==> src/rtl/jk_seq_pkg.sv <==
// Shared types and constants for the JK-based sequential-logic library.
// Holds the JK action encoding, a constant clog2 and the default counter geometry.
package jk_seq_pkg;

  typedef enum logic [1:0] {
    HOLD   = 2'b00,
    RESET  = 2'b01,
    SET    = 2'b10,
    TOGGLE = 2'b11
  } jk_action_t;

  localparam int DEFAULT_WIDTH   = 4;
  localparam int DEFAULT_MODULUS = 10;

  function automatic int clog2(input int value);
    int result;
    int rem;
    result = 0;
    rem    = value - 1;
    while (rem > 0) begin
      result++;
      rem = rem >> 1;
    end
    return result;
  endfunction

endpackage

==> src/rtl/jk_cell.sv <==
// One JK flip-flop bit with synchronous active-low reset.
// {j,k} = 00 hold, 01 clear, 10 set, 11 toggle.
module jk_cell
  import jk_seq_pkg::*;
(
  input  logic clk,
  input  logic reset,
  input  logic j,
  input  logic k,
  output logic q,
  output logic q_b
);

  jk_action_t action;
  logic       state_d;
  logic       state_q;

  always_comb begin
    action  = jk_action_t'({j, k});
    // NOTE: default first so every path assigns state_d and no latch is inferred.
    state_d = state_q;
    case (action)
      HOLD:   state_d = state_q;
      RESET:  state_d = 1'b0;
      SET:    state_d = 1'b1;
      TOGGLE: state_d = ~state_q;
    endcase
  end

  always_ff @(posedge clk) begin
    // NOTE: non-blocking so every flop samples pre-edge values regardless of block order.
    if (!reset) begin
      state_q <= 1'b0;
    end else begin
      state_q <= state_d;
    end
  end

  assign q   = state_q;
  assign q_b = ~state_q;

endmodule

==> src/rtl/jk_sync_counter.sv <==
// Synchronous modulo-MODULUS up/down counter built from WIDTH jk_cell bits.
// Parent computes the next count and derives each cell's j/k so the cells land on it.
module jk_sync_counter
  import jk_seq_pkg::*;
#(
  parameter int WIDTH   = DEFAULT_WIDTH,
  parameter int MODULUS = DEFAULT_MODULUS
) (
  input  logic             clk,
  input  logic             reset,
  input  logic             en,
  input  logic             up,
  input  logic             load,
  input  logic [WIDTH-1:0] d,
  output logic [WIDTH-1:0] q,
  output logic [WIDTH-1:0] q_b,
  output logic             tc,
  output logic             wrap
);

  if (WIDTH < 2 || WIDTH > 16) begin : g_bad_width
    $fatal(1, "jk_sync_counter: WIDTH out of range 2..16");
  end
  if (MODULUS < 2 || clog2(MODULUS) > WIDTH) begin : g_bad_modulus
    $fatal(1, "jk_sync_counter: MODULUS out of range 2..2**WIDTH");
  end

  // One extra bit keeps MODULUS = 2**WIDTH representable in the compare.
  localparam logic [WIDTH:0] MOD_X = (WIDTH + 1)'(MODULUS);
  localparam logic [WIDTH:0] MAX_X = (WIDTH + 1)'(MODULUS - 1);

  logic [WIDTH:0]   q_x;
  logic [WIDTH:0]   d_x;
  logic             at_max;
  logic             at_zero;
  logic [WIDTH-1:0] next_d;
  logic [WIDTH-1:0] j_vec;
  logic [WIDTH-1:0] k_vec;
  logic             wrap_d;
  logic             wrap_q;

  always_comb begin
    q_x     = {1'b0, q};
    d_x     = {1'b0, d};
    at_max  = (q_x == MAX_X);
    at_zero = (q_x == '0);
    next_d  = q;
    wrap_d  = 1'b0;
    if (!reset) begin
      next_d = '0;
    end else if (load) begin
      next_d = (d_x < MOD_X) ? d : MAX_X[WIDTH-1:0];
    end else if (en) begin
      if (up) begin
        if (at_max) begin
          next_d = '0;
          wrap_d = 1'b1;
        end else begin
          next_d = WIDTH'(q_x + 1'b1);
        end
      end else begin
        if (at_zero) begin
          next_d = MAX_X[WIDTH-1:0];
          wrap_d = 1'b1;
        end else begin
          next_d = WIDTH'(q_x - 1'b1);
        end
      end
    end
    // Drive only the bits that must change: set 0->1, clear 1->0, never both.
    j_vec = next_d & ~q;
    k_vec = ~next_d & q;
    tc    = reset & ~load & en & ((up & at_max) | (~up & at_zero));
  end

  for (genvar i = 0; i < WIDTH; i++) begin : g_bit
    jk_cell u_cell (
      .clk   (clk),
      .reset (reset),
      .j     (j_vec[i]),
      .k     (k_vec[i]),
      .q     (q[i]),
      .q_b   (q_b[i])
    );
  end

  always_ff @(posedge clk) begin
    if (!reset) begin
      wrap_q <= 1'b0;
    end else begin
      wrap_q <= wrap_d;
    end
  end

  assign wrap = wrap_q;

endmodule

==> config.mk <==
export PLATFORM = sky130hd
export DESIGN_NAME = jk_sync_counter
export DESIGN_NICKNAME = d
export VERILOG_FILES = /design/src/rtl/jk_seq_pkg.sv /design/src/rtl/jk_cell.sv /design/src/rtl/jk_sync_counter.sv
export SDC_FILE = /design/constraint.sdc
export NUM_CORES = 1
export LEC_CHECK = 0
export ABC_AREA = 1
export CAP_MARGIN = 15
export CORE_MARGIN = 4
export CORE_UTILIZATION = 34
export DETAILED_ROUTE_END_ITERATION = 10
export RECOVER_POWER = 100
export SKIP_CTS_REPAIR_TIMING = 1
export SLEW_MARGIN = 20
export SYNTH_ARGS = -nofsm -noshare
export SYNTH_HDL_FRONTEND = slang
export SYNTH_SLANG_ARGS = --single-unit
==> constraint.sdc <==
create_clock -name clk -period 4.2 [get_ports clk]
set_input_delay 0.84 -clock clk [delete_from_list [all_inputs] [get_ports clk]]
set_output_delay 0.84 -clock clk [all_outputs]
set_load 0.05 [all_outputs]
== Word-level counts from Yosys, hierarchy flattened ==
Cells that the tools add are included.

* Magnitude comparators: 1
* Equal/unequal tests: 13
* Bitwise logic cells: 18
* $add $sub $neg: 2
* Multiplexer cells: 14
* Reduce and logical (&&, ||, !) cells: 6

{| class="wikitable"
|+ Operators with widths
! operator !! number
|-
| 4-bit two-way mux || 7
|-
| 2-bit == test, second input constant || 8
|-
| 1-bit one-hot mux with 3 select lines || 4
|-
| 4-bit bitwise AND || 2
|-
| 2-bit by 1-bit == test with 1-bit output, second input constant || 4
|-
| 2-bit zero test || 4
|-
| 1-bit inverter || 8
|-
| 4-bit inverter || 2
|-
| 1-bit bitwise AND || 5
|-
| 4-bit by 1-bit adder with 4-bit output, second input constant || 1
|-
| 4-bit == test, second input constant || 1
|-
| 4-bit zero test || 1
|-
| 4-bit < comparator, second input constant || 1
|-
| 4-bit by 1-bit subtractor with 4-bit output, second input constant || 1
|-
| 1-bit two-way mux || 3
|-
| 3-bit OR reduction || 1
|-
| 1-bit bitwise OR || 1
|}

* Word-level logic and storage cells: 59
* Input port bits: 9
* Bits in registers: 5

== Logic depth before layout (Yosys ltp) ==
* Depth after elaboration: 10
* Depth in mapped cells: 12
* Gate-level depth less buffers: 12

== Hierarchy ==
Synthesis repeated with hierarchy kept, for this count alone.

* Cell total of the unflattened synthesis: 100
* Area total of the unflattened synthesis: 555.5 um^2

{| class="wikitable"
|+ Modules (own cells, without submodules)
! module !! area each (um^2) !! instances !! cells an instance
|-
| jk_sync_counter || 400.4 || 1 || 76
|-
| jk_cell || 38.8 || 4 || 6
|}

== Worst setup path before layout ==
Ideal clock, no wire load.

* Path type: input port to output port
* Start point: input port up
* End point: output port tc
* Setup slack: 1.857 ns
* Stages: 3
* Buffers on the path: 0
* Data arrival time: 1.503 ns
* Cell sequence: nand4_2 -> nand2_1 -> and3_1

* Word-level cells in the longest chain between the ends: 4
* Elaborated cells on any way between the ends: 5
* Those cells by class: bitwise (5)

{| class="wikitable"
|+ Ends and longest elaborated chain
! item !! line !! RTL
|-
| from (decl) || jk_sync_counter.sv:12 || <nowiki>input logic up,</nowiki>
|-
| 1-bit inverter || jk_sync_counter.sv:73 || <nowiki>tc = reset & ~load & en & ((up & at_max) | (~up & at_zero));</nowiki>
|-
| 1-bit bitwise AND || jk_sync_counter.sv:73 ||
|-
| 1-bit bitwise OR * || jk_sync_counter.sv:73 ||
|-
| 1-bit bitwise AND * || jk_sync_counter.sv:73 ||
|-
| to (decl) || jk_sync_counter.sv:17 || <nowiki>output logic tc,</nowiki>
|}

Every way passes the cells marked *; elsewhere a longest branch is shown, timed or not.

== Final worst setup path ==
Ends and elaborated chain as after synthesis.

==> metrics.md <==
| Metric | Value |
|---|---|
| Reg clk slew, reported paths | 0.04 ns |
| Detail Placement HPWL | 1070 um |
| IO Pins | 19 |
| Tmin final | 3.70 ns |
| CTS max path bufs | 2 |
| Reg2reg setup slack | 2.13 ns |
| Initial antenna violation count | 0 |
| Clock latency on the worst-skew pair | 0.24 ns |
| Startpoint types | primary input |
| Number of fill cells | 178 |
| Tcrit/Tclk final | 88.1% |
| P&R area growth vs syn | 26.4% |
| Global Route Usage Sum | 11.2% |
| Max IR drop VDD | 290 uV |
| CP Data Arrival Time | 2.86 ns |
| Final Wtd Congestion | 0.817 |
| Syn_area_per_cell | 6.88 sq um |
| RSZ-0062 raised after global routing | false |
| # clock sinks | 5 |
| Worst Clk Skew | 0.000790 ns |
| Vias per inst | 5.06 |
| Final setup vio count | 0 |
| Net Count, Synth | 103 |
| Yosys cell types | 21 |
| First-pass GRT wire length | 2180 um |
| Area contributors post-synth | dfxtp_1, ha_1, buf_4 |
| Worst Hold End | g_bit[2].u_cell.q |
| TritonCTS clock tree | built |
| Number of global-route vias before repair | 523 |
| Core box area | 1580 sq um |
| Final Hold Fails | 0 |
| Crit-path slowest cell | dlygate4sd3_1 |
| Hold crit path type | reg -> reg |
| Reg2reg path depth | 10 |
| Crit path kind | in -> out |
| Status | finished clean |
| CP Max Fanout | 6 |
| Pins Over Slew Limit | 0 |
| Post-synthesis instance total | 86 |
| Sequential share of the synthesized area | 16.9% |
| Slew @ Worst Pin | 0.503 ns |
| Vias after detailed routing | 587 |
| DRC viols | 0 |
| Util after Layout | 47.5% |
| Post-route setup TNS | 0 ns |
| Largest net degree at the start of global routing | 10 |
| Root Driver | clkbuf_4 |
| Leakage power | 0.347 nW |
| Initial DRC Count | 4 |
| WHS Path Cells | 2 |
| Full die area | 2470 sq um |
| Yosys warning count | 0 |
| Ant diodes | 0 |
| Die W | 49.7 um |
| Hold Startpoint | g_bit[2].u_cell.q |
| Critical Path Most Common Cell | dlygate4sd3_1 |
| Crit-path max cell delay | 0.87 ns |
| Max-capacitance violation count | 0 |
| Fin nets | 118 |
| Post-synthesis register bit count | 5 |
| Buffers added on ports | 18 |
| TritonRoute pass-1 iters | 4 |
| Initial core utilization | 37.5% |
| Yosys top cell by area | dfxtp_1 |
| Routed len/inst | 11.5 um |
| FP Rows | 14 |
| Crit. End Element | output port |
| Post-DRT Antenna Nets | 0 |
| Mapped cell area | 592 sq um |
| Power Dens Cells | 606 nW/um^2 |
| Synth top area share | 16.9% |
| Reg-to-Reg End | g_bit[1].u_cell.q |
| Total wire length | 1340 um |
| GR Overflow Total | 0 |
| Max Freq | 270 MHz |
| Die Ht | 49.7 um |
| Worst relative slew slack | 66.3% |
| H-tree depth | 1 |
| Crit path required time | 3.36 ns |
| TritonCTS buffer count | 3 |
| Share of layout cells above drive strength 1 | 9.00% |
| Worst-path cell chain | dlygate4sd3_1 -> nand4_1 -> nand2_1 -> and3_1 -> dlygate4sd3_1 |
| Worst r2r src | g_bit[0].u_cell.q |
==> worst max-delay path by stage <==
| stage | cells after the start | slack, ns | endpoint | from |
|---|---|---|---|---|
| floorplan | 3 | 1.86 | tc | up |
| global placement | 5 | 0.70 | tc | up |
| detailed placement | 5 | 0.67 | tc | up |
| CTS | 5 | 0.67 | tc | up |
| global route | 5 | 0.41 | tc | up |
| finish | 5 | 0.50 | tc | up |
==> where the power goes <==
part	switching [mW]	internal (mW)	total, mW
registers	0.0255	0.0627	0.0882
clock network	0.0189	0.0359	0.0547
logic	0.209	0.101	0.310
==> synthesized netlist by cell type <==
library cell,count
nand4_1,1
buf_4,8
nand3_1,7
a21oi_2,2
a21boi_0,1
ha_1,8
o21ai_1,1
inv_2,2
a21oi_1,10
nor2_1,6
nand2_2,1
nand2_1,10
o31ai_1,1
and2_1,1
inv_1,9
dfxtp_1,5
o21ai_0,7
nand4_2,1
nand3_2,2
and3_1,2
xnor2_1,1
==> layout by cell type (no fill, tap or decap), types with 3 or more instances in the layout <==
| cell type | synthesis | final |
|---|---|---|
| a21oi_1 | 10 | 11 |
| clkbuf_4 | 0 | 3 |
| clkdlybuf4s50_1 | 0 | 7 |
| dfxtp_1 | 5 | 5 |
| dlygate4sd3_1 | 0 | 11 |
| ha_1 | 8 | 8 |
| inv_1 | 9 | 9 |
| nand2_1 | 10 | 10 |
| nand3_1 | 7 | 7 |
| nor2_1 | 6 | 6 |
| o21ai_0 | 7 | 8 |
==> state kept, by name (all words and copies together) (netlist names) <==
signal / flops
wrap: 1
g_bit.u_cell.q: 4
==> metrics by stage <==
stage	cells	setup WS [ns]	hold WS [ns]	instance area (sq um)	total power [mW]
after floorplan	86	1.86	0.555	592	0.357
after global placement	112	0.698	0.656	732	0.414
after detailed placement	112	0.669	0.643	732	0.414
after CTS	116	0.665	0.652	758	0.472
after global routing	116	0.405	0.685	748	0.488
final	116	0.499	0.638	748	0.453
==> area by class of cell <==
cell class,count,area [sq um],area share [%]
tap,16,20.0,2.68
timing repair buffer,18,180,24.1
sequential,5,100,13.4
clock buffer,4,26.3,3.51
inverter,11,41.3,5.52
multi-input combinational,62,380,50.8
==> worst max-delay path, delay by kind of cell <==
kind          cells  cell delay, ns
simple gates      3            0.48
buf+inv           2            1.53
==> per-layer routing <==
metal / part of all wire (%) / routed length (um) / vias to the layer above / GRT usage [%]
met5: 0 / 0 / - / 0
met4: 0 / 0 / 0 / 0
met3: 5.6 / 75 / 0 / 6.33
met2: 47 / 624 / 15 / 18.9
met1: 48 / 638 / 259 / 13.0
li1: - / - / 313 / -
==> cells by family (layout without fill, tap and decap cells) <==
logic type,Yosys count,in the layout,synth area share (%)
xor gates and xnor gates,1,1,1.48
adders and majority gates,8,8,16.9
DFF,5,5,16.9
and+or+nand+nor,31,31,26.9
AOI/OAI and AO/OA,22,22,20.7
buffers and inverters,19,33,17.1
Note: power is estimated with default switching activity, not from simulation.
